[config.mk]
export PLATFORM = sky130hd
export DESIGN_NAME = freq_calc_flat
export DESIGN_NICKNAME = d
export VERILOG_FILES = /design/src/rtl/freq_if.sv /design/src/rtl/freq_calc.sv /design/src/flat_wrapper.sv
export SDC_FILE = /design/constraint.sdc
export NUM_CORES = 1
export LEC_CHECK = 0
export CAP_MARGIN = 20
export CELL_PAD_IN_SITES_DETAIL_PLACEMENT = 0
export CELL_PAD_IN_SITES_GLOBAL_PLACEMENT = 1
export CORE_UTILIZATION = 28
export CTS_CLUSTER_SIZE = 12
export DETAILED_ROUTE_END_ITERATION = 10
export PLACE_DENSITY = 0.58
export RECOVER_POWER = 25
export SYNTH_ARGS = -nofsm -noshare
export SYNTH_HDL_FRONTEND = slang
export SYNTH_SLANG_ARGS = --single-unit
[constraint.sdc]
create_clock -name clk_72MHz -period 4.5 [get_ports clk_72MHz]
set_input_delay 1.125 -clock clk_72MHz [delete_from_list [all_inputs] [get_ports clk_72MHz]]
set_output_delay 1.125 -clock clk_72MHz [all_outputs]
set_load 0.01 [all_outputs]
[src/rtl/freq_if.sv]
// Measurement request / frequency result bundle between the gate counters and freq_calc.
interface freq_if #(
  parameter int W = 40
);
  logic [W-1:0] Nx;
  logic [W-1:0] Ns;
  logic         meas_valid;
  logic         clr;
  logic [W-1:0] freq_hz;
  logic         freq_valid;
  logic         busy;
  logic         sat;
  logic         div0;
  logic         overrun;

  modport master (
    output Nx, Ns, meas_valid, clr,
    input  freq_hz, freq_valid, busy, sat, div0, overrun
  );

  modport slave (
    input  Nx, Ns, meas_valid, clr,
    output freq_hz, freq_valid, busy, sat, div0, overrun
  );
endinterface

[src/rtl/freq_calc.sv]
// Reciprocal frequency calculator: freq_hz = floor(Nx * REF_HZ / Ns) using a serial
// shift-add multiply followed by a serial restoring divide.
//
// state | meaning
// IDLE  | waiting for meas_valid; Ns==0 goes straight to DONE
// MUL   | product = Nx * REF_HZ, one Nx bit per cycle (MSB first), W cycles
// DIV   | product / Ns, one quotient bit per cycle, 72 cycles
// DONE  | one-cycle result pulse, back to IDLE
module freq_calc #(
  parameter int unsigned REF_HZ = 72000000,
  parameter int          W      = 40
) (
  input logic   clk_72MHz,
  input logic   rst_n,
  freq_if.slave bus
);
  localparam int            PW    = 72;
  localparam logic [PW-1:0] REF_W = PW'(REF_HZ);

  typedef enum logic [1:0] {IDLE, MUL, DIV, DONE} state_t;

  state_t        state;
  logic [6:0]    cnt;
  logic [W-1:0]  nx_reg;
  logic [W-1:0]  ns_reg;
  logic [PW-1:0] prod;
  logic [W:0]    rem;
  logic [W-1:0]  freq_hz_r;
  logic          freq_valid_r, busy_r, sat_r, div0_r, overrun_r;

  // The dividend shifts out of prod's top while quotient bits shift in at the bottom,
  // so after the last DIV step prod holds the full 72-bit quotient.
  logic [W+1:0]  r_sh, diff;
  logic          q_bit;
  logic [W:0]    rem_next;
  logic [PW-1:0] q_next;
  logic          q_ovf;

  always_comb begin
    r_sh     = {rem, prod[PW-1]};
    diff     = r_sh - {2'b00, ns_reg};
    q_bit    = ~diff[W+1];
    rem_next = q_bit ? diff[W:0] : r_sh[W:0];
    q_next   = {prod[PW-2:0], q_bit};
    q_ovf    = |q_next[PW-1:W];
  end

  always_ff @(posedge clk_72MHz or negedge rst_n) begin
    if (!rst_n) begin
      state        <= IDLE;
      cnt          <= '0;
      nx_reg       <= '0;
      ns_reg       <= '0;
      prod         <= '0;
      rem          <= '0;
      freq_hz_r    <= '0;
      freq_valid_r <= 1'b0;
      busy_r       <= 1'b0;
      sat_r        <= 1'b0;
      div0_r       <= 1'b0;
      overrun_r    <= 1'b0;
    end else begin
      freq_valid_r <= 1'b0;
      // A request landing in DONE counts as a collision too; a new event beats clr.
      if (bus.meas_valid && state != IDLE)
        overrun_r <= 1'b1;
      else if (bus.clr)
        overrun_r <= 1'b0;

      case (state)
        IDLE: begin
          if (bus.meas_valid) begin
            if (bus.Ns == '0) begin
              state        <= DONE;
              freq_valid_r <= 1'b1;
              freq_hz_r    <= '1;
              sat_r        <= 1'b1;
              div0_r       <= 1'b1;
            end else begin
              nx_reg <= bus.Nx;
              ns_reg <= bus.Ns;
              prod   <= '0;
              rem    <= '0;
              cnt    <= 7'(W - 1);
              busy_r <= 1'b1;
              state  <= MUL;
            end
          end
        end
        MUL: begin
          prod   <= {prod[PW-2:0], 1'b0} + (nx_reg[W-1] ? REF_W : '0);
          nx_reg <= nx_reg << 1;
          if (cnt == '0) begin
            cnt   <= 7'(PW - 1);
            state <= DIV;
          end else begin
            cnt <= cnt - 7'd1;
          end
        end
        DIV: begin
          prod <= q_next;
          rem  <= rem_next;
          if (cnt == '0) begin
            state        <= DONE;
            busy_r       <= 1'b0;
            freq_valid_r <= 1'b1;
            div0_r       <= 1'b0;
            sat_r        <= q_ovf;
            freq_hz_r    <= q_ovf ? '1 : q_next[W-1:0];
          end else begin
            cnt <= cnt - 7'd1;
          end
        end
        DONE: state <= IDLE;
        default: state <= IDLE;
      endcase
    end
  end

  assign bus.freq_hz    = freq_hz_r;
  assign bus.freq_valid = freq_valid_r;
  assign bus.busy       = busy_r;
  assign bus.sat        = sat_r;
  assign bus.div0       = div0_r;
  assign bus.overrun    = overrun_r;
endmodule

[src/flat_wrapper.sv]
// flat-port wrapper written by rule: the top's interface ports become plain ports
module freq_calc_flat 
#(
  parameter int unsigned REF_HZ = 72000000,
  parameter int          W      = 40
)
  (clk_72MHz, rst_n, bus_Nx, bus_Ns, bus_meas_valid, bus_clr, bus_freq_hz, bus_freq_valid, bus_busy, bus_sat, bus_div0, bus_overrun);
  freq_if #(.W(W)) bus_i ();
  input logic clk_72MHz;
  input logic rst_n;
  input wire logic [$bits(bus_i.Nx)-1:0] bus_Nx;
  input wire logic [$bits(bus_i.Ns)-1:0] bus_Ns;
  input wire logic [$bits(bus_i.meas_valid)-1:0] bus_meas_valid;
  input wire logic [$bits(bus_i.clr)-1:0] bus_clr;
  output wire logic [$bits(bus_i.freq_hz)-1:0] bus_freq_hz;
  output wire logic [$bits(bus_i.freq_valid)-1:0] bus_freq_valid;
  output wire logic [$bits(bus_i.busy)-1:0] bus_busy;
  output wire logic [$bits(bus_i.sat)-1:0] bus_sat;
  output wire logic [$bits(bus_i.div0)-1:0] bus_div0;
  output wire logic [$bits(bus_i.overrun)-1:0] bus_overrun;
  assign bus_i.Nx = bus_Nx;
  assign bus_i.Ns = bus_Ns;
  assign bus_i.meas_valid = bus_meas_valid;
  assign bus_i.clr = bus_clr;
  assign bus_freq_hz = bus_i.freq_hz;
  assign bus_freq_valid = bus_i.freq_valid;
  assign bus_busy = bus_i.busy;
  assign bus_sat = bus_i.sat;
  assign bus_div0 = bus_i.div0;
  assign bus_overrun = bus_i.overrun;
  freq_calc #(.REF_HZ(REF_HZ), .W(W)) u_core (.clk_72MHz(clk_72MHz), .rst_n(rst_n), .bus(bus_i));
endmodule
==> reports/qor.txt <==
RUN STATUS
--------------------------------------------------------------------------------------
Result of the run                                                         complete, but fails checks
Violations in the final reports                                           capacitance limit, slew limit

TIMING
--------------------------------------------------------------------------------------
Final setup TNS                                                                   0 ns
Endpoints failing hold                                                               0
Ratio of final minimum period to clock period                                    86.1%
Max-slew headroom at the worst pin                                               -108%
Top achievable clock speed                                                   0.258 GHz
Clk_skew                                                                     0.0209 ns
Final Max Slew Viols                                                               130
Clock period minus worst slack                                                 3.88 ns
Setup violations, final                                                              0
Least setup slack across all paths after layout                               0.624 ns
Actual transition at the worst max-transition pin                              3.12 ns
Setup repair after global routing missed its margin                                 no

DIE
--------------------------------------------------------------------------------------
Number of rows created at floorplan                                                 84
Vert. Die Dim                                                                   233 µm
I/O pins                                                                           129
Initial Util                                                                     28.4%
Width of the die                                                                233 µm
Total Die Area                                                               54300 µm²
Placeable core area                                                          52700 µm²

YOSYS
--------------------------------------------------------------------------------------
Number of flops mapped to enable cells by yosys                                      0
Mean instance size in the synthesized netlist                                 8.87 µm²
Post-synthesis cell area                                                     15000 µm²
Sequential fraction of the synthesis area                                        41.3%
Number of synthesized register bits                                                247
Top FF cell, synth                                                        sky130_fd_sc_hd__dfrtp_1
Number of standard cells after synthesis                                          1687
Number of distinct standard cells referenced by the synthesized netlist             85
Post-Synthesis Net Count                                                          1825
Number of warnings reported in the yosys synthesis log                               0
FFs w/ async S/R, synth                                                           100%

CLOCK TREE
--------------------------------------------------------------------------------------
TritonCTS clock tree                                                              done
Max Buffers Root-to-Sink                                                             3
TritonCTS buffer count                                                              31
Resize count post-CTS                                                                0
Clock H-tree levels                                                                  1
Clk root buf                                                              sky130_fd_sc_hd__clkbuf_16
Hold buffer count at CTS                                                             0
Clock network latency to the later pin of the worst-skew pair                  0.59 ns
CTS sink count                                                                     247
Clock transition at the registers of the reported paths                        0.06 ns
Number of setup buffers added after CTS                                              0

DRT
--------------------------------------------------------------------------------------
DRC violation count after routing                                                    0
First DRT Iteration DRCs                                                           693
Overall via count from detail_route                                              12900
Detail-routed via count per cell                                                  5.15
Total wire length                                                             44200 µm
Count of TritonRoute iterations in the first routing pass                            5
Number of nets with antenna violations after routing                                 0
Wire length per cell after detailed routing                                    17.7 µm

PLACED DESIGN
--------------------------------------------------------------------------------------
Port Buffer Count                                                                  128
Placement-stage worst setup slack                                             0.357 ns
Half-perimeter wire length of the detailed placement result                   30900 µm
Final weighted congestion of routability-driven global placement                 0.810
Placed instance area                                                         17100 µm²

CRITICAL PATH
--------------------------------------------------------------------------------------
Critical-path cell list                                                   ha_1 > a21oi_2 > o21ai_0 > a22oi_1 > a311oi_2 > or4_1 > nand3_1 > buf_4 > buf_4 > o311ai_0
Biggest cell delay along the critical path                                     0.51 ns
Type of the worst setup path                                                reg -> reg
Master of the slowest instance on the critical path                       sky130_fd_sc_hd__a311oi_2
Worst setup EP type                                                          flip-flop
Worst setup SP type                                                          flip-flop
Endpoint required time on the critical path                                    4.95 ns
Maximum fanout along the worst path                                                 10
Arrival time worst endpoint                                                    4.32 ns
Cell repeated most along the worst path                                   sky130_fd_sc_hd__buf_4

POWER AND IR DROP
--------------------------------------------------------------------------------------
Pwr dens                                                                    621 nW/µm²
Maximum vdd drop                                                              0.307 mV
Pleak                                                                          7.63 nW

CELLS AND AREA
--------------------------------------------------------------------------------------
Post-layout nets                                                                  1919
Max reg flops                                                                       72
Final instance area                                                          18200 µm²
Antenna fix cells                                                                    0
Most frequent standard cell in the layout excluding fill and tap cells    sky130_fd_sc_hd__dfrtp_1
Ratio of cells with drive above 1 in the final layout                            9.75%
Biggest regs                                                              u_core.prod: 72 flops, u_core.rem: 41 flops
Number of filler instances in the final layout                                    5461
Highest-count cells in the layout ignoring fill and taps                  sky130_fd_sc_hd__dfrtp_1, sky130_fd_sc_hd__nor2_1, sky130_fd_sc_hd__a21oi_1, sky130_fd_sc_hd__nand2_1, sky130_fd_sc_hd__clkdlybuf4s50_1
Register bank with the most flops                                          u_core.prod
Share of the core filled with cells in the final layout                          34.6%
Relative area change from synthesis to final layout                              21.7%

GLOBAL ROUTE
--------------------------------------------------------------------------------------
Total congestion overflow                                                            0
First-pass GRT wire length                                                    71800 µm
Largest net degree at the start of global routing                                  131
Initial antenna violation count                                                      0
Vias in the first global route                                                   12900
Global-route usage over all layers                                               16.4%

HOLD PATH
--------------------------------------------------------------------------------------
Hold crit path type                                                         reg -> reg

JOB
--------------------------------------------------------------------------------------
Max-cap violations                                                                   1

[cells by family (layout without fill, tap and decap cells)]
family	after synthesis	count (layout)	synth area share, %
simple gates	541	541	17.1
compound gates	508	508	21.7
flops	247	247	41.3
buf+inv	183	302	5.03
mux	108	108	7.58
fa+ha+maj	54	54	4.57
xor+xnor	46	46	2.69
[layer usage]
metal | up-vias | track usage [%] | wire length, µm
met2 | 200 | 27.6 | 21000
met3 | 48 | 2.20 | 1710
met1 | 6285 | 21.9 | 20400
li1 | 6318 | - | -
met4 | 0 | 4.78 | 1080
met5 | - | 0 | 0
[worst paths after layout]
check / from / end / slack, ns / depth (start not counted)
setup / recovery: u_core.rem[17] / u_core.rem[25] / 0.62 / 10
hold / removal: u_core.prod[2] / u_core.prod[2] / 0.49 / 2
setup reg to reg: u_core.rem[17] / u_core.rem[25] / 0.62 / 10
hold reg to reg: u_core.prod[2] / u_core.prod[2] / 0.49 / 2
max in group asynchronous: rst_n / u_core.prod[36] / 1.12 / 1
min in group asynchronous: rst_n / u_core.ns_reg[17] / 1.57 / 1
[area by class of cell]
class | instances | area (µm²) | area share [%]
multi-input cells | 1257 | 8060 | 44.3
flip-flops and latches | 247 | 6180 | 33.9
repair buffers | 177 | 1770 | 9.70
clock buffers | 42 | 867 | 4.76
well taps | 688 | 861 | 4.73
inverters | 67 | 251 | 1.38
clock inverters | 16 | 221 | 1.22
[per-stage QoR]
step                power, W  hold WS, ns  std cells
finish                0.0113        0.492       2494
global route          0.0122        0.518       2494
CTS                   0.0115        0.497       2494
detailed placement   0.00874        0.483       2436
global placement     0.00867        0.476       2435
floorplan            0.00685        0.461       1687
[worst max-delay path: cells and delay by family (launching register included)]
family	cells	cell delay, ns
buffers and inverters	2	0.57
AO/OA/AOI/OAI	5	1.64
adder cells (fa/ha/maj)	1	0.47
AND/OR/NAND/NOR	2	0.65
flip-flops	1	0.40
[where the power goes]
group	switching, W	total (W)	internal [W]
clock	0.00104	0.00267	0.00163
combinational	0.00311	0.00523	0.00212
sequential	0.000524	0.00341	0.00288
total	0.00467	0.0113	0.00663
[synth_stat cells (21+ instances only)]
| library cell | n | area share, % |
|---|---|---|
| sky130_fd_sc_hd__and3_1 | 27 | 1.1 |
| sky130_fd_sc_hd__o211ai_1 | 23 | 1.2 |
| sky130_fd_sc_hd__o21ai_0 | 116 | 3.9 |
| sky130_fd_sc_hd__nor3_1 | 21 | 0.70 |
| sky130_fd_sc_hd__dfrtp_1 | 247 | 41 |
| sky130_fd_sc_hd__nand4_1 | 26 | 1.1 |
| sky130_fd_sc_hd__nand2_1 | 153 | 3.8 |
| sky130_fd_sc_hd__a21oi_1 | 171 | 5.7 |
| sky130_fd_sc_hd__inv_1 | 67 | 1.7 |
| sky130_fd_sc_hd__xnor2_1 | 22 | 1.3 |
| sky130_fd_sc_hd__ha_1 | 53 | 4.4 |
| sky130_fd_sc_hd__nand3_1 | 60 | 2.0 |
| sky130_fd_sc_hd__nor4_1 | 24 | 1.0 |
| sky130_fd_sc_hd__mux2_2 | 42 | 3.2 |
| sky130_fd_sc_hd__clkbuf_1 | 97 | 2.4 |
| sky130_fd_sc_hd__xor2_1 | 24 | 1.4 |
| sky130_fd_sc_hd__nor2_1 | 173 | 4.3 |
| sky130_fd_sc_hd__mux2i_1 | 66 | 4.4 |
Note: power is estimated with default switching activity, not from simulation.
